==> src/rtl/bp_pkg.sv <==
// ---------------------------------------------------------------------------
// bp_pkg: shared types and helpers for the branch-predictor update controller.
// Rev 1.0
// ---------------------------------------------------------------------------
`default_nettype none

package bp_pkg;

   localparam int BP_INDEX_W_DEF = 8;
   localparam int BP_IDX_MAX_W   = 30;

   // Entries carry the widest legal index; narrower tables leave the top bits zero.
   typedef struct packed {
      logic [BP_IDX_MAX_W-1:0] index;
      logic                    pred;
   } bp_entry_t;

   typedef enum logic [0:0] {
      ST_SWEEP = 1'b0,
      ST_RUN   = 1'b1
   } bp_state_t;

   function automatic logic [BP_IDX_MAX_W-1:0] pc_to_index(input logic [31:0] pc,
                                                           input int unsigned index_w);
      logic [BP_IDX_MAX_W-1:0] mask;
      mask = (BP_IDX_MAX_W'(1) << index_w) - BP_IDX_MAX_W'(1);
      return pc[BP_IDX_MAX_W+1:2] & mask;
   endfunction

endpackage

`default_nettype wire

==> src/rtl/bp_inflight_fifo.sv <==
// ---------------------------------------------------------------------------
// bp_inflight_fifo: in-order queue of unresolved branches (push/pop/clear).
// Rev 1.0
// ---------------------------------------------------------------------------
`default_nettype none

module bp_inflight_fifo
   import bp_pkg::*;
#(
   parameter int DEPTH = 4
) (
   input  logic                       clk,
   input  logic                       reset,
   input  logic                       i_push,
   input  bp_entry_t                  i_data,
   input  logic                       i_pop,
   input  logic                       i_clear,
   output bp_entry_t                  o_head,
   output logic [$clog2(DEPTH):0]     o_count
);

   localparam int c_ptr_w = $clog2(DEPTH);
   localparam int c_cnt_w = c_ptr_w + 1;

   bp_entry_t            r_mem [DEPTH];
   logic [c_ptr_w-1:0]   r_wr_ptr;
   logic [c_ptr_w-1:0]   r_rd_ptr;
   logic [c_cnt_w-1:0]   r_count;

   logic w_empty;
   logic w_full;
   logic w_do_push;
   logic w_do_pop;

   assign w_empty   = (r_count == '0);
   assign w_full    = (r_count == c_cnt_w'(DEPTH));
   // A full queue may still accept a push when the head leaves in the same cycle.
   assign w_do_pop  = i_pop && !w_empty;
   assign w_do_push = i_push && (!w_full || w_do_pop);

   always_ff @(posedge clk) begin
      if (reset || i_clear) begin
         r_wr_ptr <= '0;
         r_rd_ptr <= '0;
         r_count  <= '0;
      end else begin
         if (w_do_push) begin
            r_wr_ptr <= r_wr_ptr + c_ptr_w'(1);
         end
         if (w_do_pop) begin
            r_rd_ptr <= r_rd_ptr + c_ptr_w'(1);
         end
         case ({w_do_push, w_do_pop})
            2'b10:   r_count <= r_count + c_cnt_w'(1);
            2'b01:   r_count <= r_count - c_cnt_w'(1);
            default: r_count <= r_count;
         endcase
      end
   end

   always_ff @(posedge clk) begin
      if (w_do_push && !reset && !i_clear) begin
         r_mem[r_wr_ptr] <= i_data;
      end
   end

   assign o_head  = r_mem[r_rd_ptr];
   assign o_count = r_count;

endmodule

`default_nettype wire

==> src/rtl/bp_update_ctrl.sv <==
// ---------------------------------------------------------------------------
// bp_update_ctrl: pipeline-side get/set/reset driver for the 2-bit predictor table.
// Rev 1.0  -- define BP_STATS_EN to add saturating stat_pred/stat_mispred counters.
// ---------------------------------------------------------------------------
`default_nettype none

module bp_update_ctrl
   import bp_pkg::*;
#(
   parameter int INDEX_W = BP_INDEX_W_DEF,
   parameter int DEPTH   = 4
) (
   input  logic               clk,
   input  logic               reset,
   input  logic               fetch_valid,
   input  logic [31:0]        fetch_pc,
   output logic               fetch_ready,
   output logic               pred_valid,
   output logic               pred_taken,
   input  logic               resolve_valid,
   input  logic               resolve_taken,
   input  logic               flush,
   output logic               mispredict,
   output logic               resolve_err,
   output logic               get,
   output logic [INDEX_W-1:0] get_index,
   input  logic               prediction,
   output logic               set,
   output logic [INDEX_W-1:0] set_index,
   output logic               feedback,
   output logic               tbl_reset,
   output logic [INDEX_W-1:0] tbl_reset_index
`ifdef BP_STATS_EN
   ,
   output logic [15:0]        stat_pred,
   output logic [15:0]        stat_mispred
`endif
);

   localparam int                 c_cnt_w    = $clog2(DEPTH) + 1;
   localparam logic [INDEX_W-1:0] c_last_idx = '1;

   bp_state_t              r_state;
   logic                   r_tbl_reset;
   logic [INDEX_W-1:0]     r_tbl_idx;
   logic                   r_pend_get;
   logic [BP_IDX_MAX_W-1:0] r_pend_idx;
   logic                   r_mispred;
   logic                   r_err;

   logic                   w_run;
   logic                   w_fetch_acc;
   logic [BP_IDX_MAX_W-1:0] w_index;
   logic [c_cnt_w-1:0]     w_count;
   logic [c_cnt_w:0]       w_inflight;
   logic                   w_empty;
   logic                   w_push;
   logic                   w_res;
   logic                   w_err_ev;
   logic                   w_misp_nxt;
   bp_entry_t              w_head;
   bp_entry_t              w_push_data;
   logic                   w_unused;

   assign w_run   = (r_state == ST_RUN);
   assign w_index = pc_to_index(fetch_pc, INDEX_W);
   assign w_empty = (w_count == '0);

   // A get issued last cycle already owns a slot even though it is not queued yet.
   assign w_inflight  = {1'b0, w_count} + {{c_cnt_w{1'b0}}, r_pend_get};
   assign fetch_ready = w_run && !flush && (w_inflight < (c_cnt_w + 1)'(DEPTH));
   assign w_fetch_acc = fetch_valid && fetch_ready;

   assign get       = w_fetch_acc;
   assign get_index = w_fetch_acc ? w_index[INDEX_W-1:0] : '0;

   assign pred_valid = r_pend_get;
   assign pred_taken = r_pend_get & prediction;

   assign w_push            = r_pend_get && !flush;
   assign w_push_data.index = r_pend_idx;
   assign w_push_data.pred  = prediction;

   assign w_res      = w_run && resolve_valid && !w_empty;
   assign w_err_ev   = w_run && resolve_valid && w_empty;
   assign w_misp_nxt = w_res && (w_head.pred ^ resolve_taken);

   assign set       = w_res;
   assign set_index = w_res ? w_head.index[INDEX_W-1:0] : '0;
   assign feedback  = w_res & resolve_taken;

   assign mispredict      = r_mispred;
   assign resolve_err     = r_err;
   assign tbl_reset       = r_tbl_reset;
   assign tbl_reset_index = r_tbl_idx;

   assign w_unused = ^{fetch_pc[1:0], w_index[BP_IDX_MAX_W-1:INDEX_W],
                       w_head.index[BP_IDX_MAX_W-1:INDEX_W]};

   bp_inflight_fifo #(
      .DEPTH (DEPTH)
   ) u_fifo (
      .clk     (clk),
      .reset   (reset),
      .i_push  (w_push),
      .i_data  (w_push_data),
      .i_pop   (w_res),
      .i_clear (flush),
      .o_head  (w_head),
      .o_count (w_count)
   );

   always_ff @(posedge clk) begin
      if (reset) begin
         r_state     <= ST_SWEEP;
         r_tbl_reset <= 1'b0;
         r_tbl_idx   <= '0;
      end else begin
         case (r_state)
            ST_SWEEP: begin
               if (!r_tbl_reset) begin
                  r_tbl_reset <= 1'b1;
               end else if (r_tbl_idx == c_last_idx) begin
                  r_tbl_reset <= 1'b0;
                  r_tbl_idx   <= '0;
                  r_state     <= ST_RUN;
               end else begin
                  r_tbl_idx <= r_tbl_idx + INDEX_W'(1);
               end
            end
            ST_RUN: begin
               r_state <= ST_RUN;
            end
            default: begin
               r_state     <= ST_SWEEP;
               r_tbl_reset <= 1'b0;
               r_tbl_idx   <= '0;
            end
         endcase
      end
   end

   always_ff @(posedge clk) begin
      if (reset) begin
         r_pend_get <= 1'b0;
         r_pend_idx <= '0;
         r_mispred  <= 1'b0;
         r_err      <= 1'b0;
      end else begin
         r_pend_get <= w_fetch_acc;
         r_pend_idx <= w_index;
         r_mispred  <= w_misp_nxt;
         if (w_err_ev) begin
            r_err <= 1'b1;
         end
      end
   end

`ifdef BP_STATS_EN
   logic [15:0] r_stat_pred;
   logic [15:0] r_stat_mispred;

   always_ff @(posedge clk) begin
      if (reset) begin
         r_stat_pred    <= '0;
         r_stat_mispred <= '0;
      end else begin
         if (w_push && (r_stat_pred != 16'hFFFF)) begin
            r_stat_pred <= r_stat_pred + 16'd1;
         end
         if (w_misp_nxt && (r_stat_mispred != 16'hFFFF)) begin
            r_stat_mispred <= r_stat_mispred + 16'd1;
         end
      end
   end

   assign stat_pred    = r_stat_pred;
   assign stat_mispred = r_stat_mispred;
`endif

endmodule

`default_nettype wire

==> config.mk <==
export PLATFORM = sky130hd
export DESIGN_NAME = bp_update_ctrl
export DESIGN_NICKNAME = d
export VERILOG_FILES = /design/src/rtl/bp_pkg.sv /design/src/rtl/bp_inflight_fifo.sv /design/src/rtl/bp_update_ctrl.sv
export SDC_FILE = /design/constraint.sdc
export NUM_CORES = 1
export LEC_CHECK = 0
export CAP_MARGIN = 20
export CORE_MARGIN = 10
export CORE_UTILIZATION = 52
export DETAILED_ROUTE_END_ITERATION = 8
export HOLD_SLACK_MARGIN = 0.1
export PLACE_DENSITY = 0.85
export SLEW_MARGIN = 20
export SYNTH_ARGS = -nofsm -noshare
export SYNTH_HDL_FRONTEND = slang
export SYNTH_SLANG_ARGS = --single-unit
==> constraint.sdc <==
create_clock -name clk -period 6.2 [get_ports clk]
set_clock_uncertainty 0.2 [all_clocks]
set_input_delay 0.93 -clock clk [delete_from_list [all_inputs] [get_ports clk]]
set_output_delay 0.93 -clock clk [all_outputs]
set_load 0.01 [all_outputs]
; Word level (Yosys, flattened, before mapping)
; Memories as Yosys holds them, arrays and structs flattened. A register that Yosys moved wholly into a read port is not among the register bits.
; Cells that the tools add are included.
[classes]
addsub = 6
order_cmp = 1
n_eq_ne = 4
muxes = 13
bitwise_logic = 4
reduce_logical = 21
[ops]
columns = op, n
row1 = 8-bit 2-to-1 mux, 3
row2 = 1-bit logical AND, 12
row3 = 8-bit by 1-bit adder with 8-bit output (second input constant), 1
row4 = 8-bit == test (second input constant), 1
row5 = 1-bit 2-to-1 mux, 6
row6 = 3-bit one-hot mux with 2 select lines, 1
row7 = 2-bit by 1-bit adder with 2-bit output (second input constant), 2
row8 = 3-bit by 1-bit adder with 4-bit output, 1
row9 = 1-bit zero test, 4
row10 = 4-bit by 3-bit < comparator with 1-bit output (second input constant), 1
row11 = 2-bit 2-to-1 mux, 2
row12 = 3-bit by 1-bit adder with 3-bit output (second input constant), 1
row13 = 3-bit == test (second input constant), 1
row14 = 3-bit zero test, 1
row15 = 3-bit by 1-bit subtractor with 3-bit output (second input constant), 1
row16 = 1-bit AND, 2
row17 = 2-bit by 1-bit == test with 1-bit output (second input constant), 1
row18 = 2-bit == test (second input constant), 1
row19 = 1-bit logical OR, 2
row20 = 1-bit one-hot mux with 2 select lines, 1
row21 = 2-bit AND reduction, 1
row22 = 2-bit nonzero test, 1
row23 = 1-bit NOT, 1
row24 = 1-bit bitwise XOR, 1
[totals]
reg_bits = 50
ramBits = 124
out_inout_bits = 33
elab_cells = 61
mem_count = 1
[mem_list]
columns = memory, words, word_bits, rd, rd_clocked_by_memory_dff, wr, line_no
row1 = u_fifo.r_mem, 4, 31, 1, 1, 1, bp_inflight_fifo.sv:25  ; bp_entry_t r_mem [DEPTH];

; Logic depth before layout (Yosys ltp)
; Gate-level depths: netlist (run 1).
[depth]
word_depth = 10
ltp_mapped = 10
ltp_nobuf = 9

; Modules after synthesis
; From an unflattened synthesis (run 1), not the netlist that was laid out.
[hier_totals]
hier_cells = 324
area_unflattened_um2 = 5939.4
[modules_own_cells]
columns = mod, n_inst, cells_per_inst, area_per_inst_um2, seq_area_each_um2
row1 = bp_inflight_fifo, 1, 217, 4984.8, 3903.7
row2 = bp_update_ctrl, 1, 107, 954.7, 420.4

; Least setup slack after synthesis (run 1)
; Ideal clock, no wire load.
[synth_path]
path_kind = input port to flip-flop
startpoint = input resolve_valid
endpoint = register u_fifo.r_count[2] (netlist: u_fifo.o_count[2])
setup_ns = 0.076
arrival_ns = 2.563
t_required_ns = 5.924
slack_ns = 3.361
cell_stages = 9
n_path_buf = 0
path_cell_list = a211oi_1 a21boi_1 nand2b_1 ha_1 inv_1 fa_1 xor2_1 or3_1 a21boi_0
[synth_via]
elab_chain_cells = 7
word_cells_on_any_way = 9
cone_classes = eq/ne (2) / mux (1) / reduce/logical (6)
[synth_lines]
columns = item, line_no
row1 = "start, declared", bp_update_ctrl.sv:20  ; input logic resolve_valid,
row2 = 1-bit logical AND * (2 in a row), bp_update_ctrl.sv:84  ; assign w_res = w_run && resolve_valid && !w_empty;
row3 = 1-bit logical AND *, bp_inflight_fifo.sv:38  ; assign w_do_pop = i_pop && !w_empty;
row4 = 1-bit logical OR, bp_inflight_fifo.sv:39  ; assign w_do_push = i_push && (!w_full || w_do_pop);
row5 = 1-bit logical AND, bp_inflight_fifo.sv:39
row6 = 2-bit by 1-bit == test with 1-bit output or 2-bit == test (tied branches), bp_inflight_fifo.sv:53  ; case ({w_do_push, w_do_pop})
row7 = 3-bit one-hot mux with 2 select lines or 2-bit nonzero test (tied branches), n/a
row8 = "end signal, assigned", bp_inflight_fifo.sv:54  ; 2'b10: r_count <= r_count + c_cnt_w'(1);
row9 = "end signal, assigned", bp_inflight_fifo.sv:55  ; 2'b01: r_count <= r_count - c_cnt_w'(1);
row10 = "end signal, assigned", bp_inflight_fifo.sv:56  ; default: r_count <= r_count;
row11 = "end, declared", bp_inflight_fifo.sv:28  ; logic [c_cnt_w-1:0] r_count;
; Mark *: on every way between the ends. The rest lies on a longest branch, timed or not.
; A chain may end at the register's enable or synchronous reset.

; Worst setup path in the final report (run 1)
[layout_path]
startpoint = input flush
endpoint = output get_index[7]
[layout_via]
elab_chain_cells = 5
[layout_lines]
columns = item, line_no
row1 = "start, declared", bp_update_ctrl.sv:22  ; input logic flush,
row2 = 1-bit zero test, bp_update_ctrl.sv:71  ; assign fetch_ready = w_run && !flush && (w_inflight < (c_cnt_w + 1)'(DEPTH));
row3 = 1-bit logical AND (2 in a row), bp_update_ctrl.sv:71
row4 = 1-bit logical AND, bp_update_ctrl.sv:72  ; assign w_fetch_acc = fetch_valid && fetch_ready;
row5 = 8-bit 2-to-1 mux, bp_update_ctrl.sv:75  ; assign get_index = w_fetch_acc ? w_index[INDEX_W-1:0] : '0;
row6 = "end, declared", bp_update_ctrl.sv:26  ; output logic [INDEX_W-1:0] get_index,
; No other way between the ends.

==> impl_results.md, run 1 <==
* Status: finished, final reports clean
* Initial Util at 0.5336
* Worst Tran Pin Value at roughly 0.63 ns
* Fmax at roughly 0.25 GHz
* Die area at between 8000 and 9000 µm²
* Sequential cell area at approximately 1700 µm²
* Final WS setup at 2.248 ns
* Synthesized flop and latch total at 66
* Leakage at around 1.2 nW
* Area delta synth->final at 27.27%
* Placed cells at roughly 310
* Slew Limit Fails at 0
* Largest net degree at the start of global routing at 26
* Hold Startpoint: r_pend_idx[2]
* Leading post-synthesis cells by cell area: edfxtp_1 (40%), dfxtp_1 (22%), mux4_2 (7.4%), and2_1 (4.6%), ha_1 (2.8%)
* Synth top area share at 0.3967
* R2r endpoint: u_fifo.o_count[2]
* Die Y at between 90 and 100 µm
* Final hold violations at 0
* Worst-path clk slew at 0.07 ns
* DRT iter0 DRCs at 78
* Drt pass-1 iters at 4
* R2R depth at 8
* CTS buffer count at 9
* Clock sink count at 66
* Yosys cell types at 39
* Vias in the first global route at about 1.8k
* Setup_tns at 0 ns
* Worst Setup Path Type: primary input to primary output
* Worst Setup End Kind: primary output
* Rel. slew slack at 0.5798
* Top FF cell, synth: edfxtp_1
* Total Wirelength at 5344 µm
* Sequential share of the synthesized area at 0.6171
* GR Util All Layers at 0.1277
* Hold Path Class: register to register
* Core box area at between 5000 and 6000 µm²
* Reg-to-reg slack, setup at 3.48 ns
* Placer congestion estimate at roughly 0.77
* Ant. Diodes at 0
* Cell Pwr Density at ~250 nW/µm²
* Critical Path AT at approximately 2.8 ns
* Post-DP Area at about 3300 µm²
* Most numerous cell in the Yosys netlist: edfxtp_1
* Clk_lat worst skew at 0.32 ns
* H-tree Lvls at 3
* CTS Hold Buffers Added at 0
* Reg-to-Reg Start: r_state
* Most frequent cells after synthesis: edfxtp_1 (36), dfxtp_1 (30), and2_1 (20)
* Multi-input gate area at ~970 µm²
* Maximum fanout along the worst path at 10
* CTS tree: done
* Startpoint types: primary input
* Post-detail-place hpwl at 3661 µm
* FP Rows at 26
* Max-Cap Viols at 0
* Congestion Overflow GR at 0
* Root Buffer: clkbuf_8
* I/O pin total at slightly above 70
* Final min period at around 4 ns
* Worst slack, placed at about 2.2 ns
* IO Port Bufs at between 40 and 50
* Resized Gates After CTS at 0
* Maximum VDD drop at 0.0001792 V
* DR WL/cell at between 15 and 20 µm
* Die Wd at 92.39 µm
* Yosys warning count at 0
* Mapped Area at 2725 µm²
* Async SR Flop Fraction at 0
* Hold endpoint: u_fifo.r_mem[3][3]
* Clock Path Buffers at 2
* Vias at roughly 1.7k
* Synth Net Count at around 250
* DRC errors left at 0
* FILL cells at 380
* Post-layout nets at 300
* Number of synthesized flops with an enable pin at 36
* Post-Syn Instances at a little over 200
* Initial antenna violation count at 0
* CP required at 5.07 ns
* Setup bufs post-CTS at 0
* # setup viols final at 0
* Leading area contributor after synthesis: edfxtp_1
* Average size of a mapped cell at roughly 13 µm²
* Vias/cell at between 5 and 6
* Period Utilization, post-route at 0.6374
* First-pass GRT wire length at 8673 µm
* Share of cells above drive strength 1 at 0.1158
* RSZ-0062 raised after global routing: no
* Hold Path Depth at 0
* Fin util at 0.6791
* Post-route cell area at 3468 µm²
* Post-route insts no fill at about 330
* DRT antenna net count at 0
==> area by class of cell <==
type / instances / area share
timing repair buffer: 48 / 0.1378
multi-input combinational: 118 / 0.2785
clock buffer: 12 / 0.04798
clock inverter: 4 / 0.01371
inverter: 11 / 0.01190
sequential: 66 / 0.4848
tap: 70 / 0.02525
==> report_power, final <==
group / internal, mW / switching, mW
sequential: 0.464 / 0.00550
clock: 0.220 / 0.154
combinational: 0.0156 / 0.0118
total: 0.700 / 0.171
==> worst max path at each step <==
| stage | startpoint | end | slack [ns] | cells after the start |
|---|---|---|---|---|
| after global routing | flush | get_index[5] | 2.06 | 5 |
| after floorplan | resolve_valid | u_fifo.o_count[2] | 3.36 | 9 |
| after detailed placement | flush | get_index[7] | 2.22 | 5 |
| after global placement | flush | get_index[5] | 2.28 | 5 |
| after CTS | flush | get_index[7] | 2.22 | 5 |
| final | flush | get_index[7] | 2.25 | 5 |
==> placed cells by master, fill, tap and decap left out, drive strengths merged, types with 3 or more instances in the layout <==
master         Yosys  final
ha                 6      6
or3                7      7
nor2b              8      8
clkbuf             4     12
nand3              3      3
and3               5      5
clkdlybuf4s50      0     47
o21ai              6      6
edfxtp            36     36
and2              20     20
nor2               8      8
xnor2              3      3
mux2i              3      3
nand2              6      6
a21oi              6      6
dfxtp             30     30
mux4               9      9
a21boi             3      3
nor3               6      6
inv               11     11
==> sequential cells by signal, summed over array words and instances (netlist names), named ones only <==
| name | count |
|---|---|
| r_state | 1 |
| u_fifo.r_wr_ptr | 2 |
| tbl_reset | 1 |
| u_fifo.r_rd_ptr | 2 |
| mispredict | 1 |
| u_fifo.r_mem | 36 |
| r_pend_idx | 8 |
| pred_valid | 1 |
| tbl_reset_index | 8 |
| u_fifo.o_count | 3 |
| resolve_err | 1 |
==> per-layer routing <==
metal,GRT usage,share of wire,up-vias
met4,0.04242,0.0037,0
met3,0.06215,0.082,2
met1,0.1516,0.45,820
met5,0,0,-
li1,-,-,840
met2,0.1988,0.47,55
==> stage by stage <==
| stage | power (mW) | hold slack [ns] |
|---|---|---|
| floorplan | 0.4885 | 0.2383 |
| global placement | 0.5056 | 0.2533 |
| detailed placement | 0.5067 | 0.2639 |
| CTS | 0.8771 | 0.2828 |
| global route | 0.9033 | 0.2927 |
| finish | 0.8712 | 0.2789 |
==> cells by family after synthesis <==
logic type                 Yosys count  share of synthesized area
and+or+nand+nor                     71                     0.1607
xor gates and xnor gates             5                    0.01607
AOI/OAI and AO/OA                   23                    0.05740
DFF                                 66                     0.6171
adders and majority gates            7                    0.03489
buffers and inverters               18                    0.02846
muxes                               12                    0.08540
==> worst max-delay path, stage by stage <==
cell and delay [ns]:
clkdlybuf4s50_1 0.53, nor2_1 0.16, and4_1 0.47, and2_1 0.19, clkdlybuf4s50_1 0.54
(Power assumes the default switching activity.)
==> run 2: changes to the inputs <==
- CORE_UTILIZATION: 52 -> 43
- PLACE_DENSITY: 0.85 -> 0.75
- clock period: 6.2 -> 3.4 ns (I/O delays scaled with it)
==> run 2 against run 1 <==
- worst hold slack improved by 0.0012 ns
- largest cell class unchanged
- critical endpoint is now set_index[7]
- routed wire length increased by 0.15%
- count of clock-buffer cells in the layout decreased by 1
- non-clock buffer count increased by 3
- critical path depth decreased by 2
- final area increased by 0.32%
- final cell count increased by 2.4%
- register-to-register slack got worse by 2.6 ns
- global-route usage decreased by 1.6 points
==> impl_results.md, run 2 (synthesis gave the netlist of run 1 again) <==
* DR WL/cell at 15.88 µm (-2.2%)
* Share of cells above drive strength 1 at 0.1260 (+0.01012)
* Worst slack, placed at 0.2979 ns (-1.925 ns)
* Vias at 1,733 (+0.93%)
* Cell Pwr Density at 445.1 nW/µm² (+77%)
* RSZ-0062 raised after global routing: no
* CP peak stage delay at 0.71 ns (+0.17 ns)
* Status: finished, final reports clean
* Hold Path Depth at 2 (+2)
* Root Buffer: clkbuf_8
* DRC errors left at 0 (unchanged)
* Congestion Overflow GR at 0 (unchanged)
* Worst hold slack at 0.2801 ns (+0.001155 ns)
* Fmax at ~0.33 GHz
* Core box area at 6026 µm² (+18%)
* Leakage at 1.226 nW (+0.29%)
* CTS buffer count at 9 (unchanged)
* CTS Hold Buffers Added at 0 (unchanged)
* Worst-path clk slew at 0.07 ns (about the same)
* Final hold violations at 0 (unchanged)
* Clock sink count at 66 (unchanged)
* DRT iter0 DRCs at 114 (+46%)
* Register name with the most flops: u_fifo.r_mem
* Post-DP Area at 3283 µm² (+0.88%)
* R2R depth at 9 (+1)
* Post-layout nets at 303 (+1.0%)
* Hold Path Class: register to register
* Post-detail-place hpwl at 3714 µm (+1.4%)
* Worst Tran Pin Value at 0.6139 ns (-0.01547 ns)
* Drt pass-1 iters at 4 (unchanged)
* CTS tree: done
* Max reg flops at 36 (unchanged)
* Max-Cap Viols at 0 (unchanged)
* Worst Setup End Kind: primary output
* Reg-to-reg slack, setup at 0.88 ns (-2.60 ns)
* Startpoint types: register
* I/O pin total at 72 (unchanged)
* First-pass GRT wire length at 8790 µm (+1.3%)
* GR Util All Layers at 0.1120 (-0.01571)
* Largest net degree at the start of global routing at 25 (-3.8%)
* Clk_lat worst skew at 0.34 ns (+0.02 ns)
* H-tree Lvls at 3 (unchanged)
* Most frequent cells in the layout: clkdlybuf4s50_1 (47), edfxtp_1 (36), dfxtp_1 (30)
* CP cell instances: mux4_2 > and2_1 > clkdlybuf4s50_1
* Area delta synth->final at 27.69%
* Commonest non-fill, non-tap cell in the layout: clkdlybuf4s50_1
* Resized Gates After CTS at 0 (unchanged)
* Initial antenna violation count at 0 (unchanged)
* Maximum VDD drop at 0.0002730 V (+52%)
* # setup viols final at 0 (unchanged)
* Slew Limit Fails at 0 (unchanged)
* Post-route cell area at 3480 µm² (+0.32%)
* Die area at 9922 µm² (+16%)
* Period Utilization, post-route at 0.8842
* Final WS setup at 0.3937 ns (-1.854 ns)
* Worst Setup Path Type: register to primary output
* Ant. Diodes at 0 (unchanged)
* IO Port Bufs at 47 (unchanged)
* Final min period at approximately 3 ns
* Maximum fanout along the worst path at 9 (-1)
* Rel. slew slack at 0.5902 (+0.01033)
* Placed cells at 321 (+2.6%)
* Critical Path AT at 2.30 ns (-0.52 ns)
* Initial Util at 0.4522 (-0.08132)
* Clock Path Buffers at 2 (unchanged)
* Vias in the first global route at 1,785 (+0.11%)
* Die Wd at 99.61 µm (+7.8%)
* Setup bufs post-CTS at 0 (unchanged)
* DRT antenna net count at 0 (unchanged)
* Post-route insts no fill at 337 (+2.4%)
* Placer congestion estimate at 0.7856 (+2.1%)
* Total Wirelength at 5352 µm (+0.15%)
* CP max-delay cell: dfxtp_1
* Setup_tns at 0 ns (unchanged)
* CP required at 2.69 ns (-2.38 ns)
* FP Rows at 28 (+7.7%)
* Vias/cell at 5.142 (-1.5%)
* Die Y at 99.61 µm (+7.8%)
-- run 2: cell types whose count changed in the layout (fill, tap and decap cells not counted) --
cell        before  now
clkinvlp_4       1    2
buf_4            1    4
clkbuf_16        1    0
-- run 2: critical path, delay by kind of cell, from the launching register on --
family / cells / cell delay [ns]
and+or+nand+nor: 1 / 0.17
buffers and inverters: 1 / 0.47
DFF: 1 / 0.71
muxes: 1 / 0.60
-- run 2: final timing paths --
kind	startpoint	endpoint
hold reg to reg	resolve_err	resolve_err
setup reg to reg	r_state	u_fifo.o_count[2]
hold / removal	resolve_err	resolve_err
setup / recovery	register	set_index[7]
-- run 2: final cells by class --
class	instances	area [µm²]
Multi-Input combinational cell	118	965.9
Inverter	11	41.29
Clock inverter	5	55.05
Timing Repair Buffer	51	500.5
Fill cell	498	2546
Sequential cell	66	1682
Clock buffer	11	141.4
Tap cell	75	93.84
-- run 2: metrics by stage --
step / power, mW / util
2_1_floorplan: 0.8908 / -
3_3_place_gp: 0.9229 / 0.5449
3_5_place_dp: 0.9247 / 0.5449
4_1_cts: 1.565 / 0.5775
5_1_grt: 1.603 / 0.5775
6_report: 1.549 / 0.5775
-- run 2: routing by layer --
layer | GRT usage | vias up | wire length (µm)
li1 | - | 847 | -
met1 | 0.1206 | 844 | 2276
met2 | 0.1859 | 33 | 2636
met3 | 0.04152 | 9 | 334
met4 | 0.06284 | 0 | 105
met5 | 0 | - | 0
-- run 2: power by group --
group | leakage, nW | internal (mW) | switching (mW)
logic | 0.558 | 0.0290 | 0.0208
clock network | 0.0953 | 0.356 | 0.286
registers | 0.572 | 0.847 | 0.00973
